--- config.mk ---
export PLATFORM = sky130hd
export DESIGN_NAME = ft_sync_fifo_bridge
export DESIGN_NICKNAME = d
export VERILOG_FILES = /design/src/rtl/ft_sync_fifo_bridge.sv
export SDC_FILE = /design/constraint.sdc
export NUM_CORES = 1
export LEC_CHECK = 0
export ABC_AREA = 1
export BUFFER_PORTS_ARGS = -buffer_cell sky130_fd_sc_hd__clkbuf_2
export CAP_MARGIN = 15
export CORE_MARGIN = 1
export CORE_UTILIZATION = 50
export CTS_CLUSTER_DIAMETER = 30
export CTS_CLUSTER_SIZE = 30
export DETAILED_ROUTE_END_ITERATION = 7
export PLACE_DENSITY = 0.7
export SYNTH_ARGS = -nofsm -noshare
export SYNTH_HDL_FRONTEND = slang
export SYNTH_SLANG_ARGS = --single-unit
--- constraint.sdc ---
create_clock -name clk -period 2.42 [get_ports clk]
set_input_delay 0.605 -clock clk [delete_from_list [all_inputs] [get_ports clk]]
set_output_delay 0.605 -clock clk [all_outputs]
set_load 0.05 [all_outputs]
--- src/rtl/ft_sync_fifo_bridge.sv ---
// FT245-style synchronous FIFO bridge: host bus <-> two stream queues,
// with bus-turnaround FSM and error reporting.
module ft_sync_fifo_bridge #(
    parameter int WIDTH      = 8,
    parameter int DEPTH_LOG2 = 4,
    parameter int CNT_W      = 8
) (
    input  logic                  clk,
    input  logic                  rst,
    input  logic [WIDTH-1:0]      ad_i,
    output logic [WIDTH-1:0]      ad_o,
    output logic                  ad_oe,
    output logic                  txe,
    input  logic                  wr,
    output logic                  rxf,
    input  logic                  oe,
    input  logic                  rd,
    output logic [WIDTH-1:0]      m_data,
    output logic                  m_valid,
    input  logic                  m_ready,
    input  logic [WIDTH-1:0]      s_data,
    input  logic                  s_valid,
    output logic                  s_ready,
    output logic [DEPTH_LOG2:0]   down_level,
    output logic [DEPTH_LOG2:0]   up_level,
    output logic [CNT_W-1:0]      ovf_cnt,
    output logic [CNT_W-1:0]      udf_cnt,
    output logic                  proto_err,
    input  logic                  clr_err
);
    localparam int DEPTH = 1 << DEPTH_LOG2;
    localparam int PW    = DEPTH_LOG2 + 1;

    typedef enum logic [1:0] {IDLE, TURN, DRIVE} state_t;

    state_t            state_q, state_d;
    logic              ad_oe_q, ad_oe_d;
    logic [PW-1:0]     dwp_q, dwp_d, drp_q, drp_d;
    logic [PW-1:0]     uwp_q, uwp_d, urp_q, urp_d;
    logic [CNT_W-1:0]  ovf_q, ovf_d, udf_q, udf_d;
    logic              perr_q, perr_d;
    logic [WIDTH-1:0]  dmem_q [DEPTH];
    logic [WIDTH-1:0]  umem_q [DEPTH];

    logic down_full, down_empty, up_full, up_empty;
    logic d_push, d_pop, u_push, u_pop;
    logic wr_bad, wr_ovf, rd_bad, rd_udf;

    assign down_empty = dwp_q == drp_q;
    assign up_empty   = uwp_q == urp_q;
    assign down_full  = (dwp_q[PW-1] != drp_q[PW-1]) &&
                        (dwp_q[PW-2:0] == drp_q[PW-2:0]);
    assign up_full    = (uwp_q[PW-1] != urp_q[PW-1]) &&
                        (uwp_q[PW-2:0] == urp_q[PW-2:0]);

    // Host strobes are only legal in the bus phase that owns them.
    always_comb begin
        wr_bad = wr && (state_q != IDLE || oe);
        wr_ovf = wr && !wr_bad && down_full;
        d_push = wr && !wr_bad && !down_full;
        d_pop  = !down_empty && m_ready;
        u_push = s_valid && !up_full;
        rd_bad = rd && state_q != DRIVE;
        u_pop  = rd && state_q == DRIVE && !up_empty;
        rd_udf = rd && state_q == DRIVE && up_empty;
    end

    always_comb begin
        dwp_d = dwp_q + PW'(d_push);
        drp_d = drp_q + PW'(d_pop);
        uwp_d = uwp_q + PW'(u_push);
        urp_d = urp_q + PW'(u_pop);

        state_d = state_q;
        unique case (state_q)
            IDLE:    if (oe) state_d = TURN;
            TURN:    state_d = oe ? DRIVE : IDLE;
            DRIVE:   if (!oe) state_d = IDLE;
            default: state_d = IDLE;
        endcase
        ad_oe_d = state_d != IDLE;

        ovf_d  = ovf_q;
        udf_d  = udf_q;
        perr_d = perr_q || wr_bad || rd_bad;
        if (wr_ovf && ovf_q != {CNT_W{1'b1}}) ovf_d = ovf_q + CNT_W'(1);
        if (rd_udf && udf_q != {CNT_W{1'b1}}) udf_d = udf_q + CNT_W'(1);
        if (clr_err) begin
            ovf_d  = '0;
            udf_d  = '0;
            perr_d = 1'b0;
        end
    end

    always_ff @(posedge clk) begin
        if (rst) begin
            state_q <= IDLE;
            ad_oe_q <= 1'b0;
            dwp_q   <= '0;
            drp_q   <= '0;
            uwp_q   <= '0;
            urp_q   <= '0;
            ovf_q   <= '0;
            udf_q   <= '0;
            perr_q  <= 1'b0;
        end else begin
            state_q <= state_d;
            ad_oe_q <= ad_oe_d;
            dwp_q   <= dwp_d;
            drp_q   <= drp_d;
            uwp_q   <= uwp_d;
            urp_q   <= urp_d;
            ovf_q   <= ovf_d;
            udf_q   <= udf_d;
            perr_q  <= perr_d;
        end
    end

    always_ff @(posedge clk) begin
        if (d_push) dmem_q[dwp_q[PW-2:0]] <= ad_i;
        if (u_push) umem_q[uwp_q[PW-2:0]] <= s_data;
    end

    assign ad_oe      = ad_oe_q;
    assign ad_o       = (ad_oe_q && !up_empty) ? umem_q[urp_q[PW-2:0]]
                                                : {WIDTH{1'b1}};
    assign txe        = !down_full;
    assign rxf        = !up_empty;
    assign s_ready    = !up_full;
    assign m_valid    = !down_empty;
    assign m_data     = dmem_q[drp_q[PW-2:0]];
    assign down_level = dwp_q - drp_q;
    assign up_level   = uwp_q - urp_q;
    assign ovf_cnt    = ovf_q;
    assign udf_cnt    = udf_q;
    assign proto_err  = perr_q;

endmodule
# After elaboration in Yosys (flattened, before gate mapping)
# Memory sizes are Yosys's and may differ from the RTL's. A register that Yosys moved wholly into a read port is not among the register bits.
# Index checks and enable logic that the tools add are counted.
# word_totals
register_bits,40
ramBits,256
in_bits,24
wordCells,68
mem_count,2
# memory_table
name,words,width,read_ports,rd_ports_with_merged_regs,write_ports,line_no,text
dmem_q,16,8,1,1,1,42,logic [WIDTH-1:0] dmem_q [DEPTH];
umem_q,16,8,1,1,1,43,logic [WIDTH-1:0] umem_q [DEPTH];
# classes
addsub,8
eq_ne,11
n_mux,11
n_reduce_logical,27
# ops
operator,n
$add A5 B1 Y5,4
$add A8 B1 Y8 const B,2
$ne A8 B8 Y1 const B,2
$logic_and A1 B1 Y1,15
$eq A5 B5 Y1,2
$sub A5 B5 Y5,2
$eq A4 B4 Y1,2
$mux W4,2
$mux W8,1
$mux W2,3
$pmux W2 S3,1
$logic_not A1 Y1,5
$mux W1,4
$reduce_bool A2 Y1,2
$logic_or A1 B1 Y1,3
$eq A2 B1 Y1 const B,1
$eq A2 B2 Y1 const B,1
$logic_not A2 Y1,1
$ne A1 B1 Y1,2
$ne A2 B2 Y1 const B,1
$reduce_or A2 Y1,1

# Depth between registers and ports, before layout
# logic_depth
ltp_word,8
depth_mapped,14
depth_no_buf,12

# Worst setup path after synthesis
# Ideal clock, no wire load.
# synth_timing
path_type,register -> output
start,register urp_q[3]
end,output port ad_o[0]
arrival_ps,2172
required_time_ps,1815
setup_slack_ps,-357
stages_incl_launch_ff,12
path_buffers,1
cell_sequence,dfxtp_1 inv_1 clkbuf_1 ha_1 nand2_1 inv_1 nand2_1 nor2_2 inv_1 nand2_2 nor2_1 nand2_1
# synth_via
elab_chain_cells,4
# synth_rtl
item,line_no,text
"start, declared",39,"logic [PW-1:0] uwp_q, uwp_d, urp_q, urp_d;"
"start signal, assigned",112,urp_q <= urp_d;
$eq A5 B5 Y1,50,assign up_empty = uwp_q == urp_q;
$logic_not A1 Y1,n/a,
named net rxf,15,"output logic rxf,"
$logic_and A1 B1 Y1,125,assign ad_o = (ad_oe_q && !up_empty) ? umem_q[urp_q[PW-2:0]]
$mux W8,125,
"end, declared",11,"output logic [WIDTH-1:0] ad_o,"
# The timed path passes the listed nets, and every way through them passes these cells.

==> flow_summary.yaml <==
status:
  outcome: "finished with violations"
  violations: "setup timing"
die:
  start_util_pct: 50.9
  die_width_um: 162
  top_level_ports: 72
  placeableCoreArea_mm2: 0.0251
  fp-row-count: 58
  fp.dieArea_mm2: 0.0262
  die-height_um: 162
timing:
  fin_crit_ns: 2.75
  fin_tns_setup_ns: -5.59
  final_count_of_pins_violating_max_slew: 0
  worst_clock_skew_ns: 0.0230
  hold_viol_final: 0
  worst_slew_pin_slew_ns: 0.512
  final.setup.worst_slack_ns: -0.328
  rsz0062_at_grt: "yes"
  final.period_utilization_pct: 114
  max_slew_headroom_pct: 65.8
  setup_viol: 25
  clock.fmax_mhz: 364
  fin_hold_ws_ns: 0.323
clock_network:
  cts_root_buffer: "sky130_fd_sc_hd__clkbuf_16"
  tritoncts.num_buffers: 57
  cts_hold_repair.buffers: 0
  clk-insertion-delay-late_ns: 0.56
  cts_tree: "yes"
  clockBufferDepth: 3
  tritoncts_num_sinks: 296
  worst_path_clk_slew_ns: 0.04
  htree_num_levels: 2
placed_design:
  placement.io_buffers: 71
  detailed_place_hpwl_mm: 18.5
  place.gp.congestion: 0.829
worst_hold_path:
  min-delay-path-class: "input pin to register"
  hold-path-cell-count: 3
grt:
  initial_antenna_violation_count: 0
  grt_pass1_wl_mm: 49.7
  grt_pass1_vias: 9294
  grt_start_max_net_pins: 57
  globalRoute.totalOverflow: 0
  global_route.usage.total_pct: 24.8
final_layout:
  num_antenna_cells: 0
  total_nets_final: 1417
  areaGrowthSynthToFinish_pct: 35.0
  num-fill-cells: 1709
  layout.cells.most_common: "sky130_fd_sc_hd__edfxtp_1"
  drive_above_1_share_pct: 27.8
  layout.cells.most_common_list: "256 x sky130_fd_sc_hd__edfxtp_1, 239 x sky130_fd_sc_hd__nor2_1, 167 x sky130_fd_sc_hd__nand2_1"
route:
  remaining_drc_errors: 0
  route.final.wire_length_mm: 33.4
  drt_pass1_iterations: 5
  route.detailed.wl_per_inst_um: 19.1
  final_antenna_net_count: 0
  detailedRoute.firstIterationViolations: 929
  detailroute.via_count: 9573
  viasPerCell: 5.46
synthesis:
  synth_fp_nets: 1240
  ys_seq_area_share_pct: 66.5
  yosys.area.top_type: "sky130_fd_sc_hd__edfxtp_1"
  synth_area_mm2: 0.0128
  share_of_yosys_cell_area_claimed_by_the_top_area_cell_type_pct: 60.2
  synthesis.area_per_instance_um2: 10.7
  post_synth_main_area_contributors: "sky130_fd_sc_hd__edfxtp_1 60%, sky130_fd_sc_hd__nor2_1 7.6%, sky130_fd_sc_hd__dfxtp_1 6.3%"
  synth_warnings: 0
  synth_seq_cells: 296
  ys_types: 33
  synthesized_instance_count: 1196
setup_path:
  cp-end-kind: "output pin"
  critPathRequiredTime_ns: 1.81
  cp_max_fo: 18
  timing_worst_setup_path_type: "register to output pin"
  cp.arrival_ns: 2.14
  cp-start-kind: "register"
  ff2ff_path_depth: 10
pwr:
  worst_voltage_drop_across_the_vdd_grid_uv: 740
  total_leakage_power_nw: 6.50
  pwr_density_cell_mw_per_mm2: 907
job:
  drv_cap: 0
[kinds of logic (layout without fill, tap and decap cells)]
kind of cell,Yosys count,after routing,share of synthesized area [%]
compound gates,188,188,7.95
xor+xnor,15,15,1.03
fa+ha+maj,20,20,2.08
buf+inv,123,349,4.46
flops,296,296,66.5
simple gates,554,554,18.0
[per-layer routing]
layer	GRT usage [%]	part of all wire (%)	wire [um]
met1	31.2	39	13100
met2	41.0	50	16700
met3	4.52	6.6	2220
met4	12.7	4.2	1390
met5	0	0	0
[report_power, final]
group	total [mW]	internal [mW]	switching [mW]
registers	5.64	5.60	0.0387
logic	2.00	0.857	1.14
clock network	7.99	5.33	2.66
[metrics by stage]
| stage | instance area [um^2] | std cells | total power [mW] | setup WS, ns | utilization [%] |
|---|---|---|---|---|---|
| floorplan | 12900 | 1196 | 6.59 | -0.0677 | - |
| global placement | 14200 | 1608 | 7.11 | 0.131 | 56.5 |
| detailed placement | 14200 | 1608 | 7.13 | 0.116 | 56.5 |
| CTS | 16700 | 1735 | 15.4 | -0.274 | 66.6 |
| global route | 17200 | 1752 | 16.1 | -0.401 | 68.7 |
| finish | 17200 | 1752 | 15.6 | -0.328 | 68.7 |
[sequential cells by signal, summed over array words and instances, names as in the netlist]
name,cells
uwp_q,5
udf_cnt,8
umem_q,128
state_q,2
proto_err,1
ad_oe,1
drp_q,5
ovf_cnt,8
dwp_q,5
dmem_q,128
urp_q,5
[final timing paths]
kind                                 start            end  slack [ns]
worst max-delay path              drp_q[0]      m_data[4]       -0.33
worst min-delay path                    wr      proto_err        0.32
worst max register to register    urp_q[2]  umem_q[13][2]        0.18
worst min register to register  state_q[0]     state_q[0]        0.50
[worst max-delay path, cell delays in order (launching register included)]
cell                        delay [ns]
sky130_fd_sc_hd__dfxtp_4          0.45
sky130_fd_sc_hd__buf_12           0.15
sky130_fd_sc_hd__inv_16           0.05
sky130_fd_sc_hd__clkbuf_16        0.17
sky130_fd_sc_hd__o21ai_4          0.19
sky130_fd_sc_hd__o21ai_2          0.09
sky130_fd_sc_hd__nand2_1          0.09
sky130_fd_sc_hd__nand2_1          0.08
sky130_fd_sc_hd__inv_1            0.08
sky130_fd_sc_hd__nand2_2          0.07
sky130_fd_sc_hd__buf_8            0.15
[final cells by class]
class / instances / area [um^2] / area share [%]
clock buffers: 66 / 1500 / 8.71
clock inverters: 42 / 492 / 2.85
inverters: 76 / 320 / 1.86
multi-input cells: 777 / 4180 / 24.3
flip-flops and latches: 296 / 8520 / 49.4
well taps: 330 / 413 / 2.39
repair buffers: 165 / 1820 / 10.6
[timing repair]
action                     in CTS  in global routing
setup buffers                  14                  9
pin swaps                      23                 40
cloned                          5                  8
setup endpoints to repair      28                 28
resized for setup             100                 90
[synth_stat cells (all sizes together)]
master,instances
a211oi,2
a21boi,2
a21oi,25
buf,32
clkbuf,15
clkinv,5
dfxtp,40
edfxtp,256
fa,2
ha,18
inv,71
nand2,196
nand3,86
nand3b,1
nand4,2
nor2,265
nor3,3
o211ai,16
o21ai,135
o21bai,8
or2,1
xnor2,8
xor2,7
No activity file was read; power rests on OpenSTA's default activity.
